## src/rtl/prog_fsm_pkg.sv

```systemverilog
// Shared definitions for the table-programmable Moore FSM: size limits,
// config-select encoding and the state-index width helper.
package prog_fsm_pkg;

    localparam int MAX_STATES = 16;
    localparam int MAX_X_W    = 3;

    // Which table a config write targets.
    typedef enum logic {
        CFG_TRANS = 1'b0,
        CFG_OUT   = 1'b1
    } cfg_sel_e;

    // Width of a state index: max(1, clog2(n)).
    function automatic int state_w(input int n);
        return (n <= 2) ? 1 : $clog2(n);
    endfunction

endpackage

```

## src/rtl/prog_fsm_table.sv

```systemverilog
// Transition and output tables of the programmable Moore FSM.
// Register arrays with synchronous write, synchronous clear on reset and
// range-checked writes; combinational next-state / output lookup so the FSM
// sees a zero-latency table. A write at edge N is seen by the lookup from N+1.
module prog_fsm_table
    import prog_fsm_pkg::*;
#(
    parameter int NUM_STATES  = 8,
    parameter int X_W         = 1,
    parameter int Y_W         = 1,
    parameter int RESET_STATE = 0,
    parameter int SW          = 3,
    parameter int DW          = 3
) (
    input  logic           clk,
    input  logic           reset,
    input  logic           wr_en,
    input  cfg_sel_e       cfg_sel,
    input  logic [SW-1:0]  cfg_state,
    input  logic [X_W-1:0] cfg_x,
    input  logic [DW-1:0]  cfg_data,
    input  logic [SW-1:0]  current_state,
    input  logic [X_W-1:0] x,
    output logic [SW-1:0]  next_state,
    output logic [Y_W-1:0] y,
    output logic           wr_illegal
);

    localparam int NX = 1 << X_W;
    localparam logic [SW-1:0] RESET_IDX = SW'(RESET_STATE);

    logic [SW-1:0]         trans_reg [NUM_STATES][NX];
    logic [Y_W-1:0]        out_reg   [NUM_STATES];
    logic                  state_oob;
    logic                  data_oob;
    logic                  wr_ok;
    logic [NUM_STATES-1:0] row_hit;

    // A row index outside the machine, or a transition target outside it,
    // would let current_state escape the legal range, so such writes are dropped.
    assign state_oob  = 32'(cfg_state) >= NUM_STATES;
    assign data_oob   = (cfg_sel == CFG_TRANS) && (32'(cfg_data) >= NUM_STATES);
    assign wr_illegal = wr_en && (state_oob || data_oob);
    assign wr_ok      = wr_en && !state_oob && !data_oob;

    // One-hot row decode of a legal write.
    genvar gi;
    generate
        for (gi = 0; gi < NUM_STATES; gi++) begin : g_row_hit
            assign row_hit[gi] = wr_ok && (cfg_state == SW'(gi));
        end
    endgenerate

    // Table storage: wipe to RESET_STATE / zero outputs on reset, else write the addressed entry.
    always_ff @(posedge clk) begin
        if (reset) begin
            for (int r = 0; r < NUM_STATES; r++) begin
                out_reg[r] <= '0;
                for (int c = 0; c < NX; c++) begin
                    trans_reg[r][c] <= RESET_IDX;
                end
            end
        end else begin
            for (int r = 0; r < NUM_STATES; r++) begin
                if (row_hit[r]) begin
                    if (cfg_sel == CFG_TRANS) begin
                        trans_reg[r][cfg_x] <= cfg_data[SW-1:0];
                    end else begin
                        out_reg[r] <= cfg_data[Y_W-1:0];
                    end
                end
            end
        end
    end

    // Lookup; an out-of-range current state falls back to RESET_STATE.
    always_comb begin
        next_state = RESET_IDX;
        y          = '0;
        if (32'(current_state) < NUM_STATES) begin
            next_state = trans_reg[current_state][x];
            y          = out_reg[current_state];
        end
    end

endmodule

```

## src/rtl/prog_moore_fsm.sv

```systemverilog
// Table-programmable Moore FSM top: state register with run gating, config
// write interlock (writes only while stopped), sticky cfg_err and an optional
// self-loop watchdog.
// Optional feature macro: PROG_FSM_STUCK_EN enables the stuck watchdog;
// without it stuck is tied low and no counter exists.
module prog_moore_fsm
    import prog_fsm_pkg::*;
#(
    parameter int NUM_STATES   = 8,
    parameter int X_W          = 1,
    parameter int Y_W          = 1,
    parameter int RESET_STATE  = 0,
    parameter int STUCK_CYCLES = 16,
    localparam int SW = state_w(NUM_STATES),
    localparam int DW = (SW > Y_W) ? SW : Y_W
) (
    input  logic           clk,
    input  logic           reset,
    input  logic           run,
    input  logic [X_W-1:0] x,
    output logic [Y_W-1:0] y,
    output logic [SW-1:0]  current_state,
    output logic [SW-1:0]  next_state,
    input  logic           cfg_valid,
    output logic           cfg_ready,
    input  logic           cfg_sel,
    input  logic [SW-1:0]  cfg_state,
    input  logic [X_W-1:0] cfg_x,
    input  logic [DW-1:0]  cfg_data,
    output logic           cfg_err,
    output logic           stuck
);

    // Elaboration-time guard on the parameter ranges the tables are built for.
    generate
        if (NUM_STATES < 2 || NUM_STATES > MAX_STATES || X_W < 1 || X_W > MAX_X_W ||
            RESET_STATE < 0 || RESET_STATE >= NUM_STATES || STUCK_CYCLES < 1) begin : g_param_err
            $error("prog_moore_fsm: parameter out of range");
        end
    endgenerate

    logic [SW-1:0] current_state_reg;
    logic          cfg_err_reg;
    logic          wr_en;
    logic          wr_illegal;
    logic [SW-1:0] lookup_state;

    // Tables may only change while the machine is stopped.
    assign cfg_ready     = ~run;
    assign wr_en         = cfg_valid && cfg_ready;
    assign current_state = current_state_reg;
    assign next_state    = lookup_state;
    assign cfg_err       = cfg_err_reg;

    prog_fsm_table #(
        .NUM_STATES  (NUM_STATES),
        .X_W         (X_W),
        .Y_W         (Y_W),
        .RESET_STATE (RESET_STATE),
        .SW          (SW),
        .DW          (DW)
    ) u_table (
        .clk           (clk),
        .reset         (reset),
        .wr_en         (wr_en),
        .cfg_sel       (cfg_sel_e'(cfg_sel)),
        .cfg_state     (cfg_state),
        .cfg_x         (cfg_x),
        .cfg_data      (cfg_data),
        .current_state (current_state_reg),
        .x             (x),
        .next_state    (lookup_state),
        .y             (y),
        .wr_illegal    (wr_illegal)
    );

    // State register: advance only while running, reset has priority.
    always_ff @(posedge clk) begin
        if (reset) begin
            current_state_reg <= SW'(RESET_STATE);
        end else if (run) begin
            current_state_reg <= lookup_state;
        end
    end

    // Sticky illegal-write flag, cleared only by reset.
    always_ff @(posedge clk) begin
        if (reset) begin
            cfg_err_reg <= 1'b0;
        end else if (wr_illegal) begin
            cfg_err_reg <= 1'b1;
        end
    end

`ifdef PROG_FSM_STUCK_EN
    localparam int CW = $clog2(STUCK_CYCLES + 1);
    localparam logic [CW-1:0] STUCK_MAX = CW'(STUCK_CYCLES);

    logic [CW-1:0] stuck_cnt_reg;

    // Count consecutive running self-loop edges, saturating at the threshold.
    always_ff @(posedge clk) begin
        if (reset || !run || (lookup_state != current_state_reg)) begin
            stuck_cnt_reg <= '0;
        end else if (stuck_cnt_reg != STUCK_MAX) begin
            stuck_cnt_reg <= stuck_cnt_reg + 1'b1;
        end
    end

    assign stuck = (stuck_cnt_reg == STUCK_MAX);
`else
    assign stuck = 1'b0;
`endif

endmodule

```

## config.mk

```make
export PLATFORM = sky130hd
export DESIGN_NAME = prog_moore_fsm
export DESIGN_NICKNAME = d
export VERILOG_FILES = /design/src/rtl/prog_fsm_pkg.sv /design/src/rtl/prog_fsm_table.sv /design/src/rtl/prog_moore_fsm.sv
export SDC_FILE = /design/constraint.sdc
export NUM_CORES = 1
export LEC_CHECK = 0
export ABC_AREA = 1
export CAP_MARGIN = 40
export CORE_ASPECT_RATIO = 0.6
export CORE_UTILIZATION = 30
export CTS_CLUSTER_DIAMETER = 200
export DETAILED_ROUTE_END_ITERATION = 6
export DONT_BUFFER_PORTS = 1
export PLACE_DENSITY = 0.56
export RECOVER_POWER = 50
export REMOVE_ABC_BUFFERS = 1
export SLEW_MARGIN = 10
export SYNTH_ARGS = -nofsm -noshare
export SYNTH_HDL_FRONTEND = slang
export SYNTH_SLANG_ARGS = --single-unit
```

## constraint.sdc

```tcl
create_clock -name clk -period 1.64 [get_ports clk]
set_input_delay 0.164 -clock clk [delete_from_list [all_inputs] [get_ports clk]]
set_output_delay 0.164 -clock clk [all_outputs]
set_load 0.02 [all_outputs]
```

==> results.cfg <==
[global_routing]
grt_first_pass_wirelength_mm = 12.85
number_of_global_route_vias_before_repair = 2271
grt_antenna_before_repair = 0
tot_gr_track_use_pct = 16.80
gr-total-overflow = 0
grt_max_degree = 24

[min_path]
hp-class = primary input to flop
hold-path-cell-count = 2
hold_path_end = u_table.trans_reg[5][2]$_SDFFE_PP0P_
startpoint_of_the_tightest_hold_check_path = cfg_data[2]

[place]
dp_hpwl_mm = 5.812
preCtsSetupSlack_ns = 0.1320
gp_routability_congestion = 0.8277
dp.cells = 515
io_buffers = 0

[sta]
maxClockFrequency_mhz = 607.7
period_minus_slack_ns = 1.646
max_slew.worst_pin.slew_ns = 0.5977
finClkSkew_ns = 0.004966
setup_violations = 1
rsz_0062_raised_after_global_routing = yes
finalCritPeriodShare_pct = 100.3
finalHoldViolCount = 0
fin_ws_ns = -0.005599
timing_max_transition_violations_final = 0
relative_slew_slack_pct = 60.02

[yosys]
synthesis.area_per_instance_um2 = 8.037
postSynthCellCount = 380
synth.yosys.seq_area_share_pct = 52.11
yosys_warnings = 0
postSynth.asyncResetShare_pct = 0
ys_seq_elements = 62
synth_ff_type = sky130_fd_sc_hd__edfxtp_1
netlist.top_cell.by_area = sky130_fd_sc_hd__edfxtp_1
synth_enable_flop_cells = 35
syn-cell-area_um2 = 3054
synth_common_cells = 108 x sky130_fd_sc_hd__nand2_1, 46 x sky130_fd_sc_hd__inv_1, 44 x sky130_fd_sc_hd__nand3_1
yosys.cell_count.top_type = sky130_fd_sc_hd__nand2_1
synth.top_cells.by_area = sky130_fd_sc_hd__edfxtp_1 34%, sky130_fd_sc_hd__dfxtp_1 18%, sky130_fd_sc_hd__nand2_1 13%
share_of_yosys_cell_area_claimed_by_the_top_area_cell_type_pct = 34.41
synth_cell_type_count = 28

[detailed_routing]
met2_wl_post_dr_mm = 3.092
num_vias = 2520
remaining_drc_errors = 0
top_layer_used = met4
routed_wirelength_mm = 8.396
antenna_violating_nets_post_route = 0
detail_route.vias_per_cell = 4.684
routed_wire_length_per_instance_um = 15.61
detail_route.wirelength.met1_mm = 4.319
met3WireLength_um = 968
drt_pass1_iterations = 4
drt-initial-drc-count = 283

[critical_path]
rr_worst_depth = 8
critical_path_peak_fanout = 7
timing.reg2reg.setup_slack_ns = 0.27
worstSetupPathType = flop to output port
start_kind = flop
data_required_time_at_the_worst_endpoint_ns = 1.48
critical_path_arrival_ns = 1.48
critPathCaptureType = output port

[outcome]
violations = setup timing
run_status = finished with violations

[final_layout]
num-nets-final = 411
n_antenna_cell = 0
flow.area_growth_from_synthesis_pct = 21.67
n_fill_cell = 1041
layout-drive-gt1-share_pct = 15.14
layout.cells.non_filler = 538
largest_register_ff_count = 48

[floorplanning]
fp.dieW_um = 132.3
initial_utilization_pct = 30.91
std_cell_rows = 28
coreArea_um2 = 9879
io_pins = 23
floorplan.die.height_um = 80.16
die_area_um2 = 10600

[clock_tree]
clkSlewWorstSetupHoldPaths_ns = 0.05
cts-root-to-sink-buffers = 2
clk_latency_ns = 0.33
clock_tree.htree_level_count = 3
tritoncts.num_buffers = 9
numClockSinks = 62
tritoncts = yes
cts_root_buf = sky130_fd_sc_hd__clkbuf_16

[run]
max_cap_viol_count = 0

[power_and_ir_drop]
p_per_area_nw_per_um2 = 1100
p_leak_nw = 1.574
power_mw = 4.087
peakVddDrop_mv = 0.4972
## cells in the final DEF (no fill, tap or decap), types with 8 or more instances in the layout
master	instances
sky130_fd_sc_hd__nand2_2	8
sky130_fd_sc_hd__clkbuf_1	8
sky130_fd_sc_hd__nand2_1	105
sky130_fd_sc_hd__clkbuf_16	10
sky130_fd_sc_hd__o21ai_1	9
sky130_fd_sc_hd__nand3_1	30
sky130_fd_sc_hd__buf_4	8
sky130_fd_sc_hd__o21ai_0	23
sky130_fd_sc_hd__dfxtp_1	25
sky130_fd_sc_hd__nor2_1	43
sky130_fd_sc_hd__inv_1	46
sky130_fd_sc_hd__edfxtp_1	35
sky130_fd_sc_hd__nand3_2	12
## per-stage QoR
step | hold slack (ns) | utilization [%] | TNS (ns) | cell area [um2]
global route | 0.01276 | 37.61 | -0.2717 | 3716
floorplan | 0.2364 | - | -0.4930 | 2953
finish | 0.01404 | 37.61 | -0.005599 | 3716
CTS | 0.004800 | 37.06 | 0 | 3661
detailed placement | 0.2408 | 32.86 | 0 | 3247
global placement | 0.2383 | 32.86 | 0 | 3247
## critical path, cell delays in order, from the launching register on
cell and delay, ns:
sky130_fd_sc_hd__dfxtp_4 0.40, sky130_fd_sc_hd__clkbuf_16 0.18, sky130_fd_sc_hd__or2_0 0.22, sky130_fd_sc_hd__nand3_1 0.08, sky130_fd_sc_hd__nand3_2 0.08, sky130_fd_sc_hd__nand3_4 0.11, sky130_fd_sc_hd__nand2_4 0.08
## per-layer routing
| layer | up-vias | GRT usage, % |
|---|---|---|
| met4 | 0 | 4.483 |
| met3 | 2 | 7.955 |
| met5 | - | 0 |
| li1 | 1244 | - |
| met1 | 1182 | 25.34 |
| met2 | 92 | 20.05 |
## worst max path at each step
stage,start,to,depth (start not counted)
6_report,flop,next_state[1],6
5_1_grt,flop,next_state[1],6
4_1_cts,flop,next_state[0],7
3_5_place_dp,run,u_table.trans_reg[3][5]$_DFFE_PP_,7
3_3_place_gp,run,u_table.trans_reg[2][2]$_DFFE_PP_,8
2_1_floorplan,flop,next_state[0],6
## cell type report
class / count / area [um2] / area share, %
sequential: 62 / 1597 / 42.96
clock buffer: 11 / 232.7 / 6.263
clock inverter: 5 / 50.05 / 1.347
timing repair buffer: 22 / 215.2 / 5.791
tap: 135 / 168.9 / 4.545
multi-input combinational: 254 / 1257 / 33.84
inverter: 49 / 195.2 / 5.253
## logic make-up after synthesis
logic type | count (synthesis) | synth area share [%]
simple gates | 212 | 31.46
buf+inv | 65 | 9.463
flops | 62 | 52.11
compound gates | 40 | 6.842
other cells | 1 | 0.1228
## power by group
group	switching (mW)	internal (mW)	total, mW
Clock	0.636	1.16	1.80
Sequential	0.0479	1.71	1.76
Combinational	0.346	0.182	0.528
Total	1.03	3.06	4.09
## repair_timing
item | in CTS | in global routing
pin swaps | 2 | 10
setup buffers | 1 | 0
endpoints found under the setup margin | 4 | 4
gates cloned | 1 | 1
hold buffers | 4 | 0
hold endpoints to repair | 17 | 0
resized for setup | 16 | 21
No activity file was read; power rests on OpenSTA's default activity.
